## src/rtl/ram_arb_pkg.sv

```systemverilog
// Shared types and defaults for the data-RAM arbiter, the CPU top and the RAM instance.
// Pure declarations: no latency, no flow control.
package ram_arb_pkg;

  localparam int RAM_ADDR_W = 7;
  localparam int RAM_DATA_W = 8;

  typedef enum logic [1:0] {
    ARB_IDLE,
    ARB_WAIT,
    ARB_ACK
  } arb_state_t;

  // Width needed to hold 0..limit; a zero limit still needs one bit.
  function automatic int cnt_width(input int limit);
    return (limit < 1) ? 1 : $clog2(limit + 1);
  endfunction

endpackage

```

## src/rtl/ram_arb_starve_cnt.sv

```systemverilog
// Saturating count of CPU-blocked WAIT cycles; at_limit flags the forced-grant cycle.
// at_limit is combinational from the count register; clr wins over inc.
module ram_arb_starve_cnt
  import ram_arb_pkg::*;
#(
  parameter int STARVE_LIMIT = 8
) (
  input  logic clk,
  input  logic rst,
  input  logic clr,
  input  logic inc,
  output logic at_limit
);

  localparam int CNT_W = cnt_width(STARVE_LIMIT);
  localparam logic [CNT_W-1:0] LIMIT = CNT_W'(STARVE_LIMIT);

  logic [CNT_W-1:0] cnt_q;
  logic [CNT_W-1:0] cnt_d;

  assign at_limit = (cnt_q == LIMIT);

  always_comb begin
    cnt_d = cnt_q;
    if (clr) begin
      cnt_d = '0;
    end else if (inc && !at_limit) begin
      cnt_d = cnt_q + CNT_W'(1);
    end
  end

  always_ff @(posedge clk) begin
    if (!rst) begin
      cnt_q <= '0;
    end else begin
      cnt_q <= cnt_d;
    end
  end

endmodule

```

## src/rtl/ram_arbiter.sv

```systemverilog
// Muxes the single-port data RAM between the CPU (fixed priority) and a req/ack host port.
// Host ack 2 cycles after req, at most STARVE_LIMIT more; cpu_hold freezes the CPU for the forced grant.
module ram_arbiter
  import ram_arb_pkg::*;
#(
  parameter int ADDR_W       = RAM_ADDR_W,
  parameter int DATA_W       = RAM_DATA_W,
  parameter int STARVE_LIMIT = 8
) (
  input  logic              clk,
  input  logic              rst,
  input  logic              cpu_req,
  input  logic              cpu_we,
  input  logic [ADDR_W-1:0] cpu_addr,
  input  logic [DATA_W-1:0] cpu_wdata,
  output logic [DATA_W-1:0] cpu_rdata,
  output logic              cpu_hold,
  input  logic              host_req,
  input  logic              host_we,
  input  logic [ADDR_W-1:0] host_addr,
  input  logic [DATA_W-1:0] host_wdata,
  output logic              host_ack,
  output logic [DATA_W-1:0] host_rdata,
  output logic              host_busy,
  output logic [ADDR_W-1:0] ram_addr,
  output logic [DATA_W-1:0] ram_data,
  output logic              ram_en,
  input  logic [DATA_W-1:0] ram_q
);

  arb_state_t        state_q;
  arb_state_t        state_d;
  logic [DATA_W-1:0] host_rdata_q;
  logic [DATA_W-1:0] host_rdata_d;
  logic              in_wait;
  logic              at_limit;
  logic              host_gnt;
  logic              starve_clr;

  assign in_wait    = (state_q == ARB_WAIT);
  assign host_gnt   = in_wait && (!cpu_req || at_limit);
  // Counting only runs while the host is blocked in WAIT.
  assign starve_clr = !in_wait || host_gnt;

  ram_arb_starve_cnt #(
    .STARVE_LIMIT (STARVE_LIMIT)
  ) u_starve_cnt (
    .clk      (clk),
    .rst      (rst),
    .clr      (starve_clr),
    .inc      (!starve_clr),
    .at_limit (at_limit)
  );

  always_comb begin
    state_d      = state_q;
    host_rdata_d = host_rdata_q;
    case (state_q)
      ARB_IDLE: if (host_req) state_d = ARB_WAIT;
      ARB_WAIT: begin
        if (host_gnt) begin
          state_d = ARB_ACK;
          if (!host_we) host_rdata_d = ram_q;
        end
      end
      ARB_ACK:  state_d = ARB_IDLE;
      default:  state_d = ARB_IDLE;
    endcase
  end

  always_ff @(posedge clk) begin
    if (!rst) begin
      state_q      <= ARB_IDLE;
      host_rdata_q <= '0;
    end else begin
      state_q      <= state_d;
      host_rdata_q <= host_rdata_d;
    end
  end

  // Reset gates the strobes so nothing is written and the CPU is never frozen while rst=0.
  assign cpu_hold   = rst && in_wait && cpu_req && at_limit;
  assign ram_addr   = host_gnt ? host_addr : cpu_addr;
  assign ram_data   = host_gnt ? host_wdata : cpu_wdata;
  assign ram_en     = rst && (host_gnt ? host_we : (cpu_req && cpu_we));
  assign cpu_rdata  = ram_q;
  assign host_ack   = (state_q == ARB_ACK);
  assign host_rdata = host_rdata_q;
  assign host_busy  = (state_q != ARB_IDLE);

endmodule

```

## config.mk

```make
export PLATFORM = sky130hd
export DESIGN_NAME = ram_arbiter
export DESIGN_NICKNAME = d
export VERILOG_FILES = /design/src/rtl/ram_arb_pkg.sv /design/src/rtl/ram_arb_starve_cnt.sv /design/src/rtl/ram_arbiter.sv
export SDC_FILE = /design/constraint.sdc
export NUM_CORES = 1
export LEC_CHECK = 0
export BUFFER_PORTS_ARGS = -buffer_cell sky130_fd_sc_hd__clkbuf_2
export CAP_MARGIN = 20
export CORE_AREA = 2 2 55 57
export CTS_BUF_LIST = sky130_fd_sc_hd__clkbuf_8
export CTS_CLUSTER_SIZE = 28
export DETAILED_ROUTE_END_ITERATION = 10
export DIE_AREA = 0 0 57 59
export PLACE_DENSITY = 0.77
export SYNTH_ARGS = -nofsm -noshare
export SYNTH_HDL_FRONTEND = slang
export SYNTH_HIERARCHICAL = 1
export SYNTH_SLANG_ARGS = --single-unit
```

## constraint.sdc

```tcl
create_clock -name clk -period 1.9 [get_ports clk]
set_clock_uncertainty 0.15 [all_clocks]
set_input_delay 0.38 -clock clk [delete_from_list [all_inputs] [get_ports clk]]
set_output_delay 0.38 -clock clk [all_outputs]
set_load 0.1 [all_outputs]
```

==> impl_metrics.ini <==
[run_status]
status = finished with violations
violations = negative setup slack

[min_path]
hold-path-endpoint = host_rdata[2]$_SDFFE_PN0P_
hold_depth = 3
hold_start = ram_q[2]
hold_path_class = in2reg

[floorplan]
start_util_pct = 35.83
io_pins = 79
core_sq_um = 2710
rows = 19
dieArea_sq_um = 3363
die_y_um = 59
die_x_um = 57

[synth]
synth_top_family_by_area = multiplexers
synth_top_area_share_pct = 28.87
ys_top_cells_by_area = dfxtp_1 29%, mux2_4 14%, mux2i_1 8.2%, nand2_1 7.3%, mux2_2 7.0%
yosys.area.top_type = dfxtp_1
ys_types = 29
muxShareOfSynthArea_pct = 29.12
netlist_area_sq_um = 970.9
syn_inst = 105
synth-seq-area-share_pct = 28.87
synthSimpleGateAreaFrac_pct = 22.81
synth_xor_area_share_pct = 0.9021
synth.avg_cell_area_sq_um = 9.247
synth-seq-cells = 14
yosys_warnings = 6
synth_compound_area_share_pct = 4.768
synth_fa_ha_area_share_pct = 2.577
synth_fp_nets = 151

[clock_network]
clkSlewWorstSetupHoldPaths_ps = 60
cts-htree-levels = 1
cts_tree = yes
cts_buffers = 3
clockRootBuffer = clkbuf_8
cts.sink_count = 14
clock_latency_ps = 240
cts_max_path_buffers = 2

[critical_path]
r2r-start = u_starve_cnt/cnt_q[0]$_SDFFE_PP0P_
cp-end-kind = primary output
r2r_cells = 11
r2r_slack_ps = 40
crit_type = reg2out
crit_required_ps = 1370
r2r-end = u_starve_cnt/cnt_q[1]$_SDFFE_PP0P_
crit_fanout = 5
setup.worst_path.start_class = register
arrival_ps = 1780

[sta]
finalSetupViolations = 17
setup_slack_ps = -414.9
finalSetupTns_ps = -6440
rsz0062_at_grt = yes
finalCritPeriodShare_pct = 121.8
fmax_mhz = 432.0
maxSlewViolCount = 0
worstMarginPinSlew_ps = 546.0
maxSlewHeadroom_pct = 63.75
hold_viol = 0
final.min_clock_period_ps = 2315

[global_route]
grtUsageTotal_pct = 18.16
grt_start_max_net_pins = 17
grt_overflow = 0
grt_pass1_wl_um = 4685
antenna_found_initial = 0
grt_pass1_vias = 1053

[place]
place_congestion = 0.7792
hpwl_um = 2407
port_buffers = 78

[power_and_ir_drop]
p_sw_mw = 0.5203
peakVddDrop_uv = 643.6
totalPowerFinal_mw = 1.183
p_sw_share_pct = 43.98
comb_power_share_pct = 53.6
p_per_area_nw_per_um2 = 610.9
internal_power_mw = 0.6629
p_clk_share_pct = 20.6
pwr-share-seq_pct = 25.7
leakage_nw = 0.9649

[final_layout]
final_cell_mix = 60 x clkbuf_2, 19 x nand2_1, 19 x buf_12
diodes = 0
final_common_cell = clkbuf_2
area_delta_synth_final_pct = 99.48
fillers = 204
final_layout_size_suffix_gt1_share_pct = 70.41
nets = 244

[drt]
routed_wl_um = 3110
ant_nets = 0
detailedRoute.firstIterationViolations = 30
dr_total_vias = 1046
routedWlPerCell_um = 13.70
viasPerCell = 4.608
dr.pass1.iters = 4
drc = 0

[run]
drv_cap = 0
-- critical path, cell delays in order (launching register included) --
cell       delay, ps
dfxtp_2          320
inv_2             60
ha_4             140
nand3b_4          90
inv_4             60
nand2b_4         150
nand2_8           80
clkbuf_16        160
mux2_4           310
buf_12           170
-- routing by layer --
| layer | vias up | GRT usage (%) | wire length, um |
|---|---|---|---|
| met3 | 4 | 5.677 | 222 |
| met4 | 0 | 4.651 | 23 |
| li1 | 527 | - | - |
| met5 | - | 0 | 0 |
| met2 | 36 | 33.00 | 1687 |
| met1 | 479 | 20.70 | 1176 |
-- worst max path at each step --
stage | from | depth (start not counted) | endpoint
after floorplan | u_starve_cnt/cnt_q[0]$_SDFFE_PP0P_ | 7 | ram_en
after global placement | u_starve_cnt/cnt_q[0]$_SDFFE_PP0P_ | 9 | ram_data[6]
final | u_starve_cnt/cnt_q[1]$_SDFFE_PP0P_ | 9 | ram_data[4]
after global routing | u_starve_cnt/cnt_q[1]$_SDFFE_PP0P_ | 9 | ram_data[4]
after detailed placement | u_starve_cnt/cnt_q[0]$_SDFFE_PP0P_ | 9 | ram_data[6]
after CTS | u_starve_cnt/cnt_q[0]$_SDFFE_PP0P_ | 9 | ram_data[6]
-- repair_timing --
item | 4_1_cts | 5_1_grt
gates resized for setup | 6 | 7
gates cloned | 0 | 1
pin swaps | 3 | 4
setup endpoints to repair | 17 | 28
buffers inserted | 5 | 2
hold buffers | 0 | 0
-- layout make-up --
type / count / area (sq um) / area share, %
repair buffers: 99 / 859.6 / 44.38
multi-input cells: 73 / 685.7 / 35.40
flip-flops and latches: 14 / 282.8 / 14.60
clock buffers: 3 / 41.29 / 2.132
well taps: 31 / 38.79 / 2.003
inverters: 7 / 28.78 / 1.486
-- power groups by stage --
stage               Combinational (mW)  Sequential [mW]  Clock [mW]
floorplan                        0.391            0.339           0
global placement                 0.608            0.311           0
detailed placement               0.612            0.311           0
CTS                              0.621            0.304       0.252
global route                     0.653            0.305       0.265
finish                           0.634            0.304       0.244
-- Yosys cell counts --
cell,number
inv_1,6
nand2b_1,2
nand2b_2,1
o211ai_1,1
mux2i_1,8
nor2_1,5
nor2b_4,1
buf_2,1
nand2_1,19
o21ai_0,2
nor2b_1,1
nor3_4,1
inv_2,1
xor2_1,1
or3_1,1
buf_6,1
clkbuf_1,1
nand3_1,4
mux2_2,6
mux2_4,9
a21oi_2,1
a21oi_1,4
buf_4,8
and2b_4,1
ha_1,2
nand2_4,1
dfxtp_1,14
nand3b_4,1
nand4_1,1
-- metrics by stage --
step           setup WS (ps)  std cells  area (sq um)  hold WS (ps)  utilization [%]
3_5_place_dp          -148.1        217          1770         297.2            65.33
6_report              -414.9        227          1937         225.3            71.47
3_3_place_gp          -112.7        217          1770         293.3            65.33
2_1_floorplan         -161.4        105          1039         320.3                -
5_1_grt               -481.0        227          1937         239.2            71.47
4_1_cts               -406.3        225          1878         223.4            69.30
-- registers in the layout, summed over array words and instances (netlist names) --
register            flops
host_rdata              8
u_starve_cnt/cnt_q      4
state_q                 2
-- cell families after synthesis --
kind of cell,after synthesis
AOI/OAI and AO/OA,8
xor gates and xnor gates,1
adders and majority gates,2
buffers and inverters,18
DFF,14
muxes,23
and+or+nand+nor,39
Note: power is estimated with default switching activity, not from simulation.
